==> src/rtl/ex_mem_pipe_reg.sv <==
// ex_mem_pipe_reg: EX/MEM pipeline register with valid, stall, flush, gated flags and perf counters
module ex_mem_pipe_reg #(
    parameter int DATA_W = 16,
    parameter int RD_W   = 4,
    parameter int MEM_W  = 2,
    parameter int WB_W   = 3,
    parameter int FLAG_W = 3,
    parameter int CNT_W  = 16
) (
    input  logic              clk,
    input  logic              rst,
    input  logic              stall,
    input  logic              flush,
    input  logic              valid_in,
    input  logic [DATA_W-1:0] pc_in,
    input  logic [DATA_W-1:0] alu_in,
    input  logic [DATA_W-1:0] data_in,
    input  logic [RD_W-1:0]   rd_addr_in,
    input  logic [MEM_W-1:0]  mem_signals_in,
    input  logic [WB_W-1:0]   wb_signals_in,
    input  logic [FLAG_W-1:0] flags_ctl,
    input  logic [FLAG_W-1:0] flags_in,
    output logic              valid_out,
    output logic [DATA_W-1:0] pc_out,
    output logic [DATA_W-1:0] alu_out,
    output logic [DATA_W-1:0] data_out,
    output logic [RD_W-1:0]   rd_addr_out,
    output logic [MEM_W-1:0]  mem_signals_out,
    output logic [WB_W-1:0]   wb_signals_out,
    output logic [FLAG_W-1:0] flags_out,
    output logic [CNT_W-1:0]  bubble_cnt,
    output logic [CNT_W-1:0]  stall_cnt
);
    localparam logic [CNT_W-1:0] cnt_one = {{(CNT_W-1){1'b0}}, 1'b1};
    logic load, take, bubble, held;
    logic [FLAG_W-1:0] flag_we;
    assign load    = !stall && !flush;
    assign take    = load && valid_in;
    assign bubble  = flush || (load && !valid_in);
    assign held    = stall && !flush;
    assign flag_we = take ? flags_ctl : '0;
    // datapath fields follow the inputs whenever not held; control is zeroed for bubbles
    always_ff @(posedge clk or posedge rst) begin
        if (rst) begin
            valid_out       <= 1'b0;
            pc_out          <= '0;
            alu_out         <= '0;
            data_out        <= '0;
            rd_addr_out     <= '0;
            mem_signals_out <= '0;
            wb_signals_out  <= '0;
            flags_out       <= '0;
        end else begin
            if (!held) begin
                pc_out          <= pc_in;
                alu_out         <= alu_in;
                data_out        <= data_in;
                rd_addr_out     <= rd_addr_in;
                valid_out       <= take;
                mem_signals_out <= take ? mem_signals_in : '0;
                wb_signals_out  <= take ? wb_signals_in : '0;
            end
            flags_out <= (flags_out & ~flag_we) | (flags_in & flag_we);
        end
    end
    // saturating bubble and stall counters, cleared only by reset
    always_ff @(posedge clk or posedge rst) begin
        if (rst) begin
            bubble_cnt <= '0;
            stall_cnt  <= '0;
        end else begin
            if (bubble && bubble_cnt != '1) bubble_cnt <= bubble_cnt + cnt_one;
            if (held && stall_cnt != '1) stall_cnt <= stall_cnt + cnt_one;
        end
    end
endmodule

==> config.mk <==
export PLATFORM = sky130hd
export DESIGN_NAME = ex_mem_pipe_reg
export DESIGN_NICKNAME = d
export VERILOG_FILES = /design/src/rtl/ex_mem_pipe_reg.sv
export SDC_FILE = /design/constraint.sdc
export NUM_CORES = 1
export LEC_CHECK = 0
export CAP_MARGIN = 20
export CORE_MARGIN = 8
export CORE_UTILIZATION = 46
export DETAILED_ROUTE_END_ITERATION = 12
export PLACE_DENSITY = 0.92
export SETUP_SLACK_MARGIN = 0.02
export SLEW_MARGIN = 20
export SYNTH_ARGS = -nofsm -noshare
export SYNTH_HDL_FRONTEND = slang
export SYNTH_SLANG_ARGS = --single-unit
==> constraint.sdc <==
create_clock -name clk -period 5.05 [get_ports clk]
set_input_delay 0.7575 -clock clk [delete_from_list [all_inputs] [get_ports clk]]
set_output_delay 0.7575 -clock clk [all_outputs]
set_load 0.1 [all_outputs]
==> metrics.txt <==
critical path class=reg -> out; cells after synthesis=slightly below 400; postcts setup bufs=0; setup TNS=0 ns; Synth Warn #=0; layout cells sized above 1=0.06774; Pre-Repair DR Iteration Count=5; max-slew violations=0; sequential-to-total area share from yosys stat=0.5929; Seq cells post-synth=93; # DRC=0; number of max-cap violations=0; crit path DAT=between 2 and 2.5 ns; H-tree levels=3; clk sinks=slightly above 90; core footprint=0.008258 mm²; worst-margin pin slew=about 1.0 ns; via/cell ratio=5.117; Power Density=447.0 mW/mm²; drt initial violations=100; # IOs=161; post-route ant nets=0; critical path startpoint category=flop; Crit. path cell count=1; Starting Density=0.4753; antenna violations before repair=0; Final #Nets=~630; Placed Instance Area=roughly 0.0056 mm²; die area=between 0.01 and 0.015 mm²; Row Count=33; number of port buffers=160; first-pass GRT wire length=17.49 mm; Root Driver=clkbuf_8; Top FF cell, synth=dfrtp_1; deepest clock path buffer count=2; die height=about 110 µm; TritonCTS clock tree=done; cell area after layout=0.005869 mm²; CP Launch Point=bubble_cnt[6]; crit path capture type=output pin; skew final=0.01059 ns; run status=finished clean; drt total wl=between 10 and 15 mm; fillcell total=604; reg2reg end=stall_cnt[1]; syn_area_per_cell=9.887 µm²; Hold Crit Class=reg -> reg; Final HPWL DP=8.202 mm; Static Leakage=about 2.7 nW; Largest delay share family, worst path=buffers and inverters; Final GP Congestion=0.8228; Synth Cell Area=0.003925 mm²; post-CTS sizing=0; Global Route Usage Sum=0.1862; Fin. Hold Viols=0; Ant. Diodes=0; CP required=around 4.3 ns; final setup violation count=0; crit-path max cell delay=1.20 ns; RSZ-0062 raised after global routing=no; largest net degree at the start of global routing=59; Fmax achieved=0.3564 GHz; R2R depth=4; WP buf/inv=1; crit path to=bubble_cnt[6]; crit path time final=2.806 ns; wire length per cell=~16 µm; Synth cell types=35; worst path cell trace=clkdlybuf4s50_1; vias in the first global route=3,514; Reg2Reg Setup Slack=3.23 ns; Worst-Skew Late Latency=0.35 ns; final worst-path cycle share=0.5557; synthesis-to-finish area growth=49.54%; number of synthesized flops with an enable pin=0; Critical-path top delay cell=clkdlybuf4s50_1; peak supply drop=between 0.0002 and 0.00025 V; R2R Path Start=stall_cnt[12]; Die Span X=108.4 µm; Post-CTS Hold Buffers=0; Inserted Clock Buffers=9; Syn Nets=467; routed vias=3,408; Slew Limit Headroom=0.3020; grt ovf=0; share of flip-flops with an asynchronous set or reset=1.000; CTS clk-pin slew, worst paths=0.10 ns; CP Max Fanout=8
cells in the final DEF, fill, tap and decap left out, types with 3 or more instances in the layout:
cell type,netlist,layout
nor3_1,12,12
nand4_1,5,5
dfrtp_1,93,93
nor4b_1,4,4
mux2_2,5,5
and3_1,4,4
xnor2_1,3,3
clkdlybuf4s50_1,0,160
nor2_1,11,11
clkbuf_8,0,9
nand2_1,172,172
nor4_1,3,3
nand3_1,9,9
nor4_2,3,3
o21ai_0,4,4
inv_1,4,3
a22oi_1,5,5
xor2_1,23,23
kinds of logic (layout without fill, tap and decap cells):
| kind of cell | Yosys count | after routing | synth area share |
|---|---|---|---|
| buffers and inverters | 18 | 182 | 0.01785 |
| multiplexers | 6 | 6 | 0.01817 |
| adder cells (fa/ha/maj) | 2 | 2 | 0.006374 |
| AND/OR/NAND/NOR | 239 | 239 | 0.2831 |
| XOR/XNOR | 26 | 26 | 0.05802 |
| AO/OA/AOI/OAI | 13 | 13 | 0.02359 |
| flip-flops | 93 | 93 | 0.5929 |
power breakdown:
group | switching, mW | internal (mW)
clock network | 0.267 | 0.282
logic | 0.864 | 0.277
registers | 0.0965 | 0.838
flip-flops by register name, indices dropped and copies added (netlist names), named ones only:
| name | cells |
|---|---|
| bubble_cnt | 16 |
| stall_cnt | 16 |
| pc_out | 16 |
| wb_signals_out | 3 |
| mem_signals_out | 2 |
| alu_out | 16 |
| rd_addr_out | 4 |
| data_out | 16 |
| valid_out | 1 |
layer usage:
metal,vias to the layer above,share of wire,GRT usage
met5,-,0,0
met4,0,0.037,0.1056
met3,29,0.086,0.06365
met2,136,0.49,0.3047
met1,1635,0.38,0.2088
li1,1608,-,-
area by class of cell:
| cell class | instances | area [µm²] | area share |
|---|---|---|---|
| Sequential cell | 93 | 2327 | 0.3965 |
| Timing Repair Buffer | 162 | 1637 | 0.2788 |
| Multi-Input combinational cell | 286 | 1535 | 0.2616 |
| Tap cell | 105 | 131.4 | 0.02238 |
| Clock buffer | 9 | 123.9 | 0.02110 |
| Clock inverter | 7 | 98.84 | 0.01684 |
| Inverter | 4 | 16.27 | 0.002771 |
cells in the mapped netlist, types with 5 or more instances:
master	count	area, µm²
xor2_1	23	201.4
nand3_1	9	45.04
nand4_1	5	31.28
nand2_1	172	645.6
nor2_1	11	41.29
dfrtp_1	93	2327
nor3_1	12	60.06
a22oi_1	5	37.54
mux2_2	5	56.30
clkbuf_1	12	45.04
metrics by stage:
step	setup WS (ns)	utilization	power [mW]	hold WS (ns)	instances
2_1_floorplan	1.872	-	1.764	0.8702	397
3_3_place_gp	1.954	0.6805	2.061	0.4486	649
3_5_place_dp	1.857	0.6805	2.092	0.4560	649
4_1_cts	2.216	0.7074	2.643	0.4768	665
5_1_grt	2.118	0.7108	2.719	0.4853	666
6_report	2.244	0.7108	2.624	0.4725	666
worst min path at each step:
stage                            from           to  slack [ns]  cells after the start
after floorplan             pc_in[13]   pc_out[13]        0.87                      2
after global placement     alu_out[9]   alu_out[9]        0.45                      2
after detailed placement  data_out[9]  data_out[9]        0.46                      2
after CTS                 data_out[9]  data_out[9]        0.48                      2
after global routing        pc_out[0]    pc_out[0]        0.49                      2
final                     data_out[9]  data_out[9]        0.47                      2
(Power assumes the default switching activity.)
